<file path="src/rtl/ikbd_pkg.sv">
// Shared types and helpers for the IKBD relative-mouse packetizer.
package ikbd_pkg;
  typedef enum logic [1:0] {ST_IDLE, ST_HDR, ST_DX, ST_DY} state_t;

  localparam logic [7:0] MOUSE_REL_HDR = 8'hF8;

  // Position in the 00->10->11->01 cycle, so a +1 step is a +1 position change.
  function automatic logic [1:0] quad_pos(input logic [1:0] q);
    case (q)
      2'b00:   return 2'd0;
      2'b10:   return 2'd1;
      2'b11:   return 2'd2;
      default: return 2'd3;
    endcase
  endfunction

  function automatic logic signed [7:0] sat_add(input logic signed [7:0] a,
                                                input logic signed [1:0] s);
    logic signed [8:0] sum;
    sum = {a[7], a} + {{7{s[1]}}, s};
    if (sum > 9'sd127)       return 8'sd127;
    else if (sum < -9'sd128) return -8'sd128;
    else                     return sum[7:0];
  endfunction
endpackage

</file>
<file path="src/rtl/ikbd_quad_dec.sv">
// One quadrature axis: previous-state register, -1/0/+1 step and illegal-jump flag.
module ikbd_quad_dec
  import ikbd_pkg::*;
(
  input  logic              clk,
  input  logic              reset,
  input  logic              en,
  input  logic [1:0]        quad,
  output logic signed [1:0] step,
  output logic              err
);
  logic [1:0] prev;
  logic [1:0] diff;

  // prev always follows the input; en only gates whether the change counts.
  always_ff @(posedge clk or posedge reset) begin
    if (reset) prev <= 2'b00;
    else       prev <= quad;
  end

  always_comb begin
    diff = quad_pos(quad) - quad_pos(prev);
    step = 2'sd0;
    err  = 1'b0;
    if (en) begin
      case (diff)
        2'd1:    step = 2'sd1;
        2'd3:    step = -2'sd1;
        2'd2:    err  = 1'b1;
        default: ;
      endcase
    end
  end
endmodule

</file>
<file path="src/rtl/ikbd_mouse.sv">
// Atari mouse port to IKBD relative-report packets (header, dx, dy).
module ikbd_mouse
  import ikbd_pkg::*;
#(
  parameter int THRESH_X = 1,
  parameter int THRESH_Y = 1
) (
  input  logic       clk,
  input  logic       reset,
  input  logic [5:0] mouse_atari,
  input  logic       report_en,
  output logic [7:0] out_data,
  output logic       out_valid,
  input  logic       out_ready,
  output logic       quad_err
);
  logic [5:0]        sync1, sync2;
  logic [2:0]        vld_pipe;
  logic signed [1:0] step_x, step_y;
  logic              err_x, err_y;
  logic signed [7:0] dx, dy;
  logic [7:0]        hdr_snap, dx_snap, dy_snap;
  logic [1:0]        last_btn, btn;
  state_t            state;
  logic              trig, over_x, over_y, accept;

  // vld_pipe[2] rises one cycle after sync2 first holds a real pin value,
  // so that first value only seeds the decoders' previous state.
  always_ff @(posedge clk or posedge reset) begin
    if (reset) begin
      sync1    <= '0;
      sync2    <= '0;
      vld_pipe <= '0;
    end else begin
      sync1    <= mouse_atari;
      sync2    <= sync1;
      vld_pipe <= {vld_pipe[1:0], 1'b1};
    end
  end

  ikbd_quad_dec u_dec_x (.clk(clk), .reset(reset), .en(vld_pipe[2]),
                         .quad(sync2[1:0]), .step(step_x), .err(err_x));
  ikbd_quad_dec u_dec_y (.clk(clk), .reset(reset), .en(vld_pipe[2]),
                         .quad(sync2[3:2]), .step(step_y), .err(err_y));

  assign btn    = {sync2[4], sync2[5]};
  assign over_x = (int'(dx) >= THRESH_X) || (int'(dx) <= -THRESH_X);
  assign over_y = (int'(dy) >= THRESH_Y) || (int'(dy) <= -THRESH_Y);
  assign trig   = (state == ST_IDLE) && report_en && (over_x || over_y || (btn != last_btn));
  assign accept = out_valid && out_ready;

  always_ff @(posedge clk or posedge reset) begin
    if (reset) begin
      dx       <= '0;
      dy       <= '0;
      hdr_snap <= '0;
      dx_snap  <= '0;
      dy_snap  <= '0;
      last_btn <= '0;
      quad_err <= 1'b0;
      state    <= ST_IDLE;
    end else begin
      quad_err <= err_x | err_y;
      if (!report_en) begin
        dx <= '0;
        dy <= '0;
      end else if (trig) begin
        hdr_snap <= MOUSE_REL_HDR | {6'b0, btn};
        dx_snap  <= dx;
        dy_snap  <= dy;
        last_btn <= btn;
        dx       <= 8'(step_x);
        dy       <= 8'(step_y);
      end else begin
        dx <= sat_add(dx, step_x);
        dy <= sat_add(dy, step_y);
      end
      case (state)
        ST_IDLE: if (trig)   state <= ST_HDR;
        ST_HDR:  if (accept) state <= ST_DX;
        ST_DX:   if (accept) state <= ST_DY;
        default: if (accept) state <= ST_IDLE;
      endcase
    end
  end

  assign out_valid = (state != ST_IDLE);

  always_comb begin
    case (state)
      ST_HDR:  out_data = hdr_snap;
      ST_DX:   out_data = dx_snap;
      ST_DY:   out_data = dy_snap;
      default: out_data = 8'h00;
    endcase
  end
endmodule
</file>
<file path="config.mk">
export PLATFORM = sky130hd
export DESIGN_NAME = ikbd_mouse
export DESIGN_NICKNAME = d
export VERILOG_FILES = /design/src/rtl/ikbd_pkg.sv /design/src/rtl/ikbd_quad_dec.sv /design/src/rtl/ikbd_mouse.sv
export SDC_FILE = /design/constraint.sdc
export NUM_CORES = 1
export LEC_CHECK = 0
export ABC_AREA = 1
export BUFFER_PORTS_ARGS = -buffer_cell sky130_fd_sc_hd__buf_2
export CAP_MARGIN = 40
export CORE_MARGIN = 10
export CORE_UTILIZATION = 45
export DETAILED_ROUTE_END_ITERATION = 7
export PLACE_DENSITY = 0.7
export SLEW_MARGIN = 10
export SYNTH_ARGS = -nofsm -noshare
export SYNTH_HDL_FRONTEND = slang
export SYNTH_SLANG_ARGS = --single-unit
export TNS_END_PERCENT = 50
</file>
<file path="constraint.sdc">
create_clock -name clk -period 3.1 [get_ports clk]
set_input_delay 0.62 -clock clk [delete_from_list [all_inputs] [get_ports clk]]
set_output_delay 0.62 -clock clk [all_outputs]
set_load 0.005 [all_outputs]
</file>
# Word level (Yosys, flattened, before mapping)
# Index checks and enable logic that the tools add are counted.
word_totals:
  reg_bits: 59
  inputBits: 10
  out_inout_bits: 10
  elab_cells: 89
op_classes:
  add_sub_neg: 4
  n_lt_le_gt_ge: 8
  eq_ne: 21
  mux: 26
  n_bitwise: 1
  reduce_logical: 16
ops:
  columns: ["cell", "n"]
  rows:
  - ["$mux W8", 8]
  - ["$pmux W2 S3", 5]
  - ["$eq A2 B2 Y1 const B", 14]
  - ["$pmux W8 S3", 1]
  - ["$add A8 B2 Y9", 2]
  - ["$gt A9 B8 Y1 const B", 2]
  - ["$lt A9 B8 Y1 const B", 2]
  - ["$ge A8 B2 Y1 const B", 2]
  - ["$le A8 B1 Y1 const B", 2]
  - ["$mux W2", 6]
  - ["$logic_not A2 Y1", 5]
  - ["$pmux W2 S2", 2]
  - ["$eq A2 B1 Y1 const B", 3]
  - ["$ne A2 B2 Y1 const B", 3]
  - ["$logic_or A1 B1 Y1", 4]
  - ["$mux W1", 4]
  - ["$reduce_and A4 Y1", 1]
  - ["$reduce_bool A2 Y1", 2]
  - ["$sub A2 B2 Y2", 2]
  - ["$logic_and A1 B1 Y1", 3]
  - ["$ne A2 B2 Y1", 1]
  - ["$reduce_and A2 Y1", 1]
  - ["$or A1 B1 Y1", 1]

# Longest topological paths before layout
logic_depth:
  ltp_word: 12
  ltp_mapped: 19
  mapped_depth_nobuf: 19

# Modules after synthesis
# Synthesis repeated with hierarchy kept, for this count alone.
unflattened:
  hier_cells: 436
  hier_area_um2: 3373.2
by_module_without_submodules:
  columns: ["mod", "n_inst", "cells_each", "area_per_inst_um2", "seq_area_each_um2"]
  rows:
  - ["ikbd_mouse", 1, 372, 2957.8, 1326.3]
  - ["ikbd_quad_dec", 2, 32, 207.7, 50.0]

# Worst setup path after synthesis
# No wires, ideal clock.
synth_path:
  path_kind: "register -> register"
  start: "register sync2[0]"
  end: "register dx[0]"
  setup_time_ns: 0.129
  arrival_ns: 2.577
  t_required_ns: 2.971
  slack_ns: 0.394
  stages_incl_launch_ff: 16
  path_buffers: 1
  period_less_slack_ns: 2.706
  path_cell_list: "dfrtp_1 -> ha_1 -> ha_1 -> nor2_1 -> nand3_1 -> inv_1 -> ha_1 -> buf_6 -> nand2_2 -> inv_2 -> a21oi_2 -> nand2_1 -> nand2_1 -> nand2_1 -> a21oi_4 -> a21oi_1"
synth_via:
  elab_chain_len: 12
  word_cells_on_any_way: 16
  cone_classes: "2 x add/sub; 2 x order compare; 4 x eq/ne; 7 x mux; 1 x reduce/logical"
synth_lines:
  columns: ["item", "line_no", "text"]
  rows:
  - ["start: declaration", "ikbd_mouse.sv:17", "logic [5:0] sync1, sync2;"]
  - ["start signal: assignment", "ikbd_mouse.sv:36", "sync2 <= sync1;"]
  - ["$eq A2 B2 Y1 / $logic_not A2 Y1 (equally long branches)", "ikbd_pkg.sv:9", "case (q)"]
  - ["$pmux W2 S3 *", "ikbd_pkg.sv:9", null]
  - ["$sub A2 B2 Y2 *", "ikbd_quad_dec.sv:22", "diff = quad_pos(quad) - quad_pos(prev);"]
  - ["$eq A2 B2 Y1 / $eq A2 B1 Y1 (equally long branches)", "ikbd_quad_dec.sv:26", "case (diff)"]
  - ["$pmux W2 S2 *", "ikbd_quad_dec.sv:26", null]
  - ["$mux W2 *", "ikbd_quad_dec.sv:25", "if (en) begin"]
  - ["$add A8 B2 Y9", "ikbd_pkg.sv:20", "sum = {a[7], a} + {{7{s[1]}}, s};"]
  - ["$lt A9 B8 Y1", "ikbd_pkg.sv:22", "else if (sum < -9'sd128) return -8'sd128;"]
  - ["$mux W8", "ikbd_pkg.sv:22", null]
  - ["$mux W8", "ikbd_pkg.sv:21", "if (sum > 9'sd127) return 8'sd127;"]
  - ["$mux W8 *", "ikbd_mouse.sv:67", "end else if (trig) begin"]
  - ["$mux W8 *", "ikbd_mouse.sv:64", "if (!report_en) begin"]
  - ["end signal: assignment", "ikbd_mouse.sv:72", "dx <= 8'(step_x);"]
  - ["end signal: assignment", "ikbd_mouse.sv:75", "dx <= sat_add(dx, step_x);"]
  - ["end: declaration", "ikbd_mouse.sv:21", "logic signed [7:0] dx, dy;"]
# Every way passes the cells marked *; elsewhere a longest branch is shown, timed or not.
# A chain may end at the register's enable or synchronous reset.

# Worst setup path after layout
layout_path:
  start: "register sync2[0]"
  end: "register dx[2]"
# The elaborated chain is that of the path after synthesis.

==> tab_implementation.tex <==
\begin{tabular}{lr}
\hline
Metric & Value \\
\hline
\multicolumn{2}{l}{\textbf{Placement}} \\
Placed Cells & 536 \\
Pre-CTS setup slack & 0.136 ns \\
Placer's final routability congestion estimate & 0.900 \\
\# port buffers & 19 \\
Placed wire-length estimate after detailed placement & 5170 um \\
\multicolumn{2}{l}{\textbf{Floorplanning}} \\
Count of pins on the block boundary & 20 \\
Total number of placement rows & 31 \\
Starting density of the core & 0.467 \\
Chip Height & 107 um \\
DIE WIDTH & 107 um \\
Overall die area & 11400 um2 \\
Standard cell core area & 7290 um2 \\
\multicolumn{2}{l}{\textbf{Synthesis}} \\
Main flop type after synthesis & sky130\_fd\_sc\_hd\_\_dfrtp\_1 \\
Fraction of post-synthesis cell area in the top cell type by area & 0.419 \\
Mean post-synth cell area & 8.12 um2 \\
Flops \& latches, synth & 57 \\
Sequential cell area fraction in the yosys report & 0.419 \\
Number of flops mapped to enable cells by yosys & 0 \\
Ys async rst share & 1.00 \\
Yosys top cell by area & sky130\_fd\_sc\_hd\_\_dfrtp\_1 \\
Post-synthesis net count & 463 \\
Most used standard cells in the synthesized netlist & 144 x sky130\_fd\_sc\_hd\_\_nand2\_1, 57 x sky130\_fd\_sc\_hd\_\_dfrtp\_1, 49 x sky130\_fd\_sc\_hd\_\_inv\_1, 32 x sky130\_fd\_sc\_hd\_\_ha\_1, 29 x sky130\_fd\_sc\_hd\_\_nand3\_1 \\
Library cell with the highest instance count after synthesis & sky130\_fd\_sc\_hd\_\_nand2\_1 \\
Synth Instances & 419 \\
Leading cell types by total area after synthesis & sky130\_fd\_sc\_hd\_\_dfrtp\_1 42\%, sky130\_fd\_sc\_hd\_\_nand2\_1 16\%, sky130\_fd\_sc\_hd\_\_ha\_1 12\% \\
Synth warnings & 0 \\
Netlist area before placement & 3400 um2 \\
Netlist cell types & 32 \\
\multicolumn{2}{l}{\textbf{STA}} \\
Worst slack on hold paths & 0.126 ns \\
Share of the clock period used by the worst path & 0.931 \\
Post-Route Setup TNS & 0 ns \\
Period minus WS final & 2.89 ns \\
Setup slack after layout & 0.215 ns \\
Clock skew after layout & 0.00821 ns \\
Setup repair after global routing missed its margin & no \\
Highest clock frequency the design can meet & 0.347 GHz \\
Max Slew Vio Count & 0 \\
Endpoints failing hold & 0 \\
Endpoints failing setup & 0 \\
\multicolumn{2}{l}{\textbf{Power and ir drop}} \\
Switching power total & 1.39 mW \\
Pint & 2.02 mW \\
Logic pwr share & 0.431 \\
Total leakage power & 2.16 nW \\
Power share of the clock group & 0.231 \\
Pwr dens & 883 nW/um2 \\
Peak VDD IR & 278 uV \\
Switching Share & 0.407 \\
Sequential share of power & 0.338 \\
\multicolumn{2}{l}{\textbf{Routing}} \\
Via total after detailed routing & 2625 \\
Routed via count divided by cell count & 4.74 \\
Iter 0 DRT Violations & 120 \\
Final wirelength & 6780 um \\
Remaining number of nets flagged by the antenna check after routing & 0 \\
Post-detailed-route wirelength per cell & 12.2 um \\
Number of detailed-routing iterations run before antenna repair & 5 \\
Post-route DRC violation count & 0 \\
\multicolumn{2}{l}{\textbf{Cells and area}} \\
Synth-to-layout area growth & 13.6\% \\
Number of filler cells placed in the layout & 700 \\
Number of antenna diodes & 0 \\
Layout Nets & 494 \\
Fraction of layout cells with a size suffix above 1 & 0.167 \\
Non-filler cells in the finished layout & 554 \\
\multicolumn{2}{l}{\textbf{CTS}} \\
Number of clock sinks & 57 \\
CTS H-tree lvls & 3 \\
Clock Path Buffers & 2 \\
CTS root buf & sky130\_fd\_sc\_hd\_\_clkbuf\_8 \\
Num CTS Buffers & 9 \\
CTS clock-pin slew for the worst setup and hold paths & 0.07 ns \\
Clock tree from TritonCTS & done \\
Clock latency on the worst-skew pair & 0.33 ns \\
\multicolumn{2}{l}{\textbf{Hold path}} \\
Hold WC Path Type & in -> async \\
\multicolumn{2}{l}{\textbf{Status}} \\
Result of the run & finished clean \\
\multicolumn{2}{l}{\textbf{GRT}} \\
Via count of the first global-routing pass & 2680 \\
Maximum number of pins on one net before global-route repair & 33 \\
Number of antenna violations at the first check in global routing & 0 \\
Total congestion overflow & 0 \\
First-pass GRT wire length & 12000 um \\
Aggregate global-route resource usage & 0.127 \\
\multicolumn{2}{l}{\textbf{Critical path}} \\
Worst Path Class, Setup & reg -> reg \\
Worst setup EP type & register \\
Data required time at the worst endpoint & 3.31 ns \\
Critical Path Source Type & register \\
Worst-path maximum fanout & 7 \\
Arrival @ worst endpoint & 3.10 ns \\
\multicolumn{2}{l}{\textbf{Job}} \\
Number of max-cap violations & 0 \\
\hline
\end{tabular}
through the flow:
stage	instance area, um2	power (mW)	util
3_5_place_dp	3610	2.63	0.495
3_3_place_gp	3610	2.59	0.495
2_1_floorplan	3400	2.28	-
5_1_grt	3860	3.73	0.530
4_1_cts	3840	3.43	0.526
6_report	3860	3.41	0.530
what timing repair did:
| item | 4_1_cts | 5_1_grt |
|---|---|---|
| hold buffers | 0 | 0 |
| gates resized for setup | 0 | 5 |
| setup endpoints to repair | 0 | 14 |
| buffers inserted | 0 | 1 |
power by group through the flow:
stage | logic, mW | registers, mW | clock network, mW
5_1_grt | 1.70 | 1.19 | 0.843
4_1_cts | 1.48 | 1.15 | 0.801
3_5_place_dp | 1.46 | 1.17 | 0
6_report | 1.47 | 1.15 | 0.788
2_1_floorplan | 1.18 | 1.10 | 0
3_3_place_gp | 1.42 | 1.16 | 0
worst max-delay path: stages (launching register included):
cell                         delay (ns)
sky130_fd_sc_hd__dfrtp_1           0.40
sky130_fd_sc_hd__ha_1              0.30
sky130_fd_sc_hd__ha_1              0.32
sky130_fd_sc_hd__nor2_2            0.18
sky130_fd_sc_hd__nand3_2           0.16
sky130_fd_sc_hd__clkinvlp_4        0.16
sky130_fd_sc_hd__ha_1              0.30
sky130_fd_sc_hd__nand2_1           0.09
sky130_fd_sc_hd__nand2_1           0.08
sky130_fd_sc_hd__a21oi_2           0.17
sky130_fd_sc_hd__nand2_1           0.10
sky130_fd_sc_hd__nand2_1           0.08
sky130_fd_sc_hd__nand2_2           0.06
sky130_fd_sc_hd__a21oi_4           0.24
sky130_fd_sc_hd__a21oi_1           0.10
final timing paths:
check	start	end	slack, ns	depth (start not counted)
min in group clk	vld_pipe[1]$_DFF_PP0_	vld_pipe[2]$_DFF_PP0_	0.35	0
setup / recovery	sync2[0]$_DFF_PP0_	dx[2]$_DFF_PP0_	0.21	14
hold reg to reg	vld_pipe[1]$_DFF_PP0_	vld_pipe[2]$_DFF_PP0_	0.35	0
hold / removal	reset	u_dec_x.prev[0]$_DFF_PP0_	0.13	2
setup reg to reg	sync2[0]$_DFF_PP0_	dx[2]$_DFF_PP0_	0.21	14
max in group asynchronous	reset	dy_snap[3]$_DFFE_PP0P_	2.42	3
sequential cells by signal, summed over array words and instances (netlist names):
name	cells
dy	8
vld_pipe	3
u_dec_y.prev	2
u_dec_x.prev	2
dx_snap	8
sync1	6
dy_snap	8
dx	8
sync2	6
hdr_snap	2
last_btn	1
quad_err	1
state	2
layer usage:
layer / track usage / routed length [um]
met5: 0 / 0
met4: 0.0522 / 109
met3: 0.0347 / 280
met2: 0.209 / 3230
met1: 0.154 / 3170
placed cells by master, fill, tap and decap left out, drive strengths merged, types with 3 or more instances in the layout:
cell      netlist  final
nand2         155    155
buf             5     26
clkbuf          2     11
a21oi          24     24
o21ai          14     14
clkinvlp        0      3
nor2           27     27
xor2            8      8
clkinv          2      4
dfrtp          57     57
nand3          31     31
inv            52     51
ha             32     32
or2             4      4
cell type report:
cell class | instances | area (um2) | share of cell area
Inverter | 54 | 206 | 0.0534
Multi-Input combinational cell | 301 | 1720 | 0.446
Timing Repair inverter | 1 | 7.51 | 0.00194
Timing Repair Buffer | 26 | 148 | 0.0382
Clock inverter | 5 | 77.6 | 0.0201
Clock buffer | 11 | 151 | 0.0392
Tap cell | 99 | 124 | 0.0321
Sequential cell | 57 | 1430 | 0.369
kinds of logic (layout without fill, tap and decap cells):
logic type | Yosys count | after routing | synth area share
flip-flops | 57 | 57 | 0.419
other | 1 | 1 | 0.00110
AO/OA/AOI/OAI | 39 | 39 | 0.0736
XOR/XNOR | 9 | 9 | 0.0232
adder cells (fa/ha/maj) | 34 | 34 | 0.129
buffers and inverters | 61 | 97 | 0.0765
AND/OR/NAND/NOR | 218 | 218 | 0.277
(Power assumes the default switching activity.)
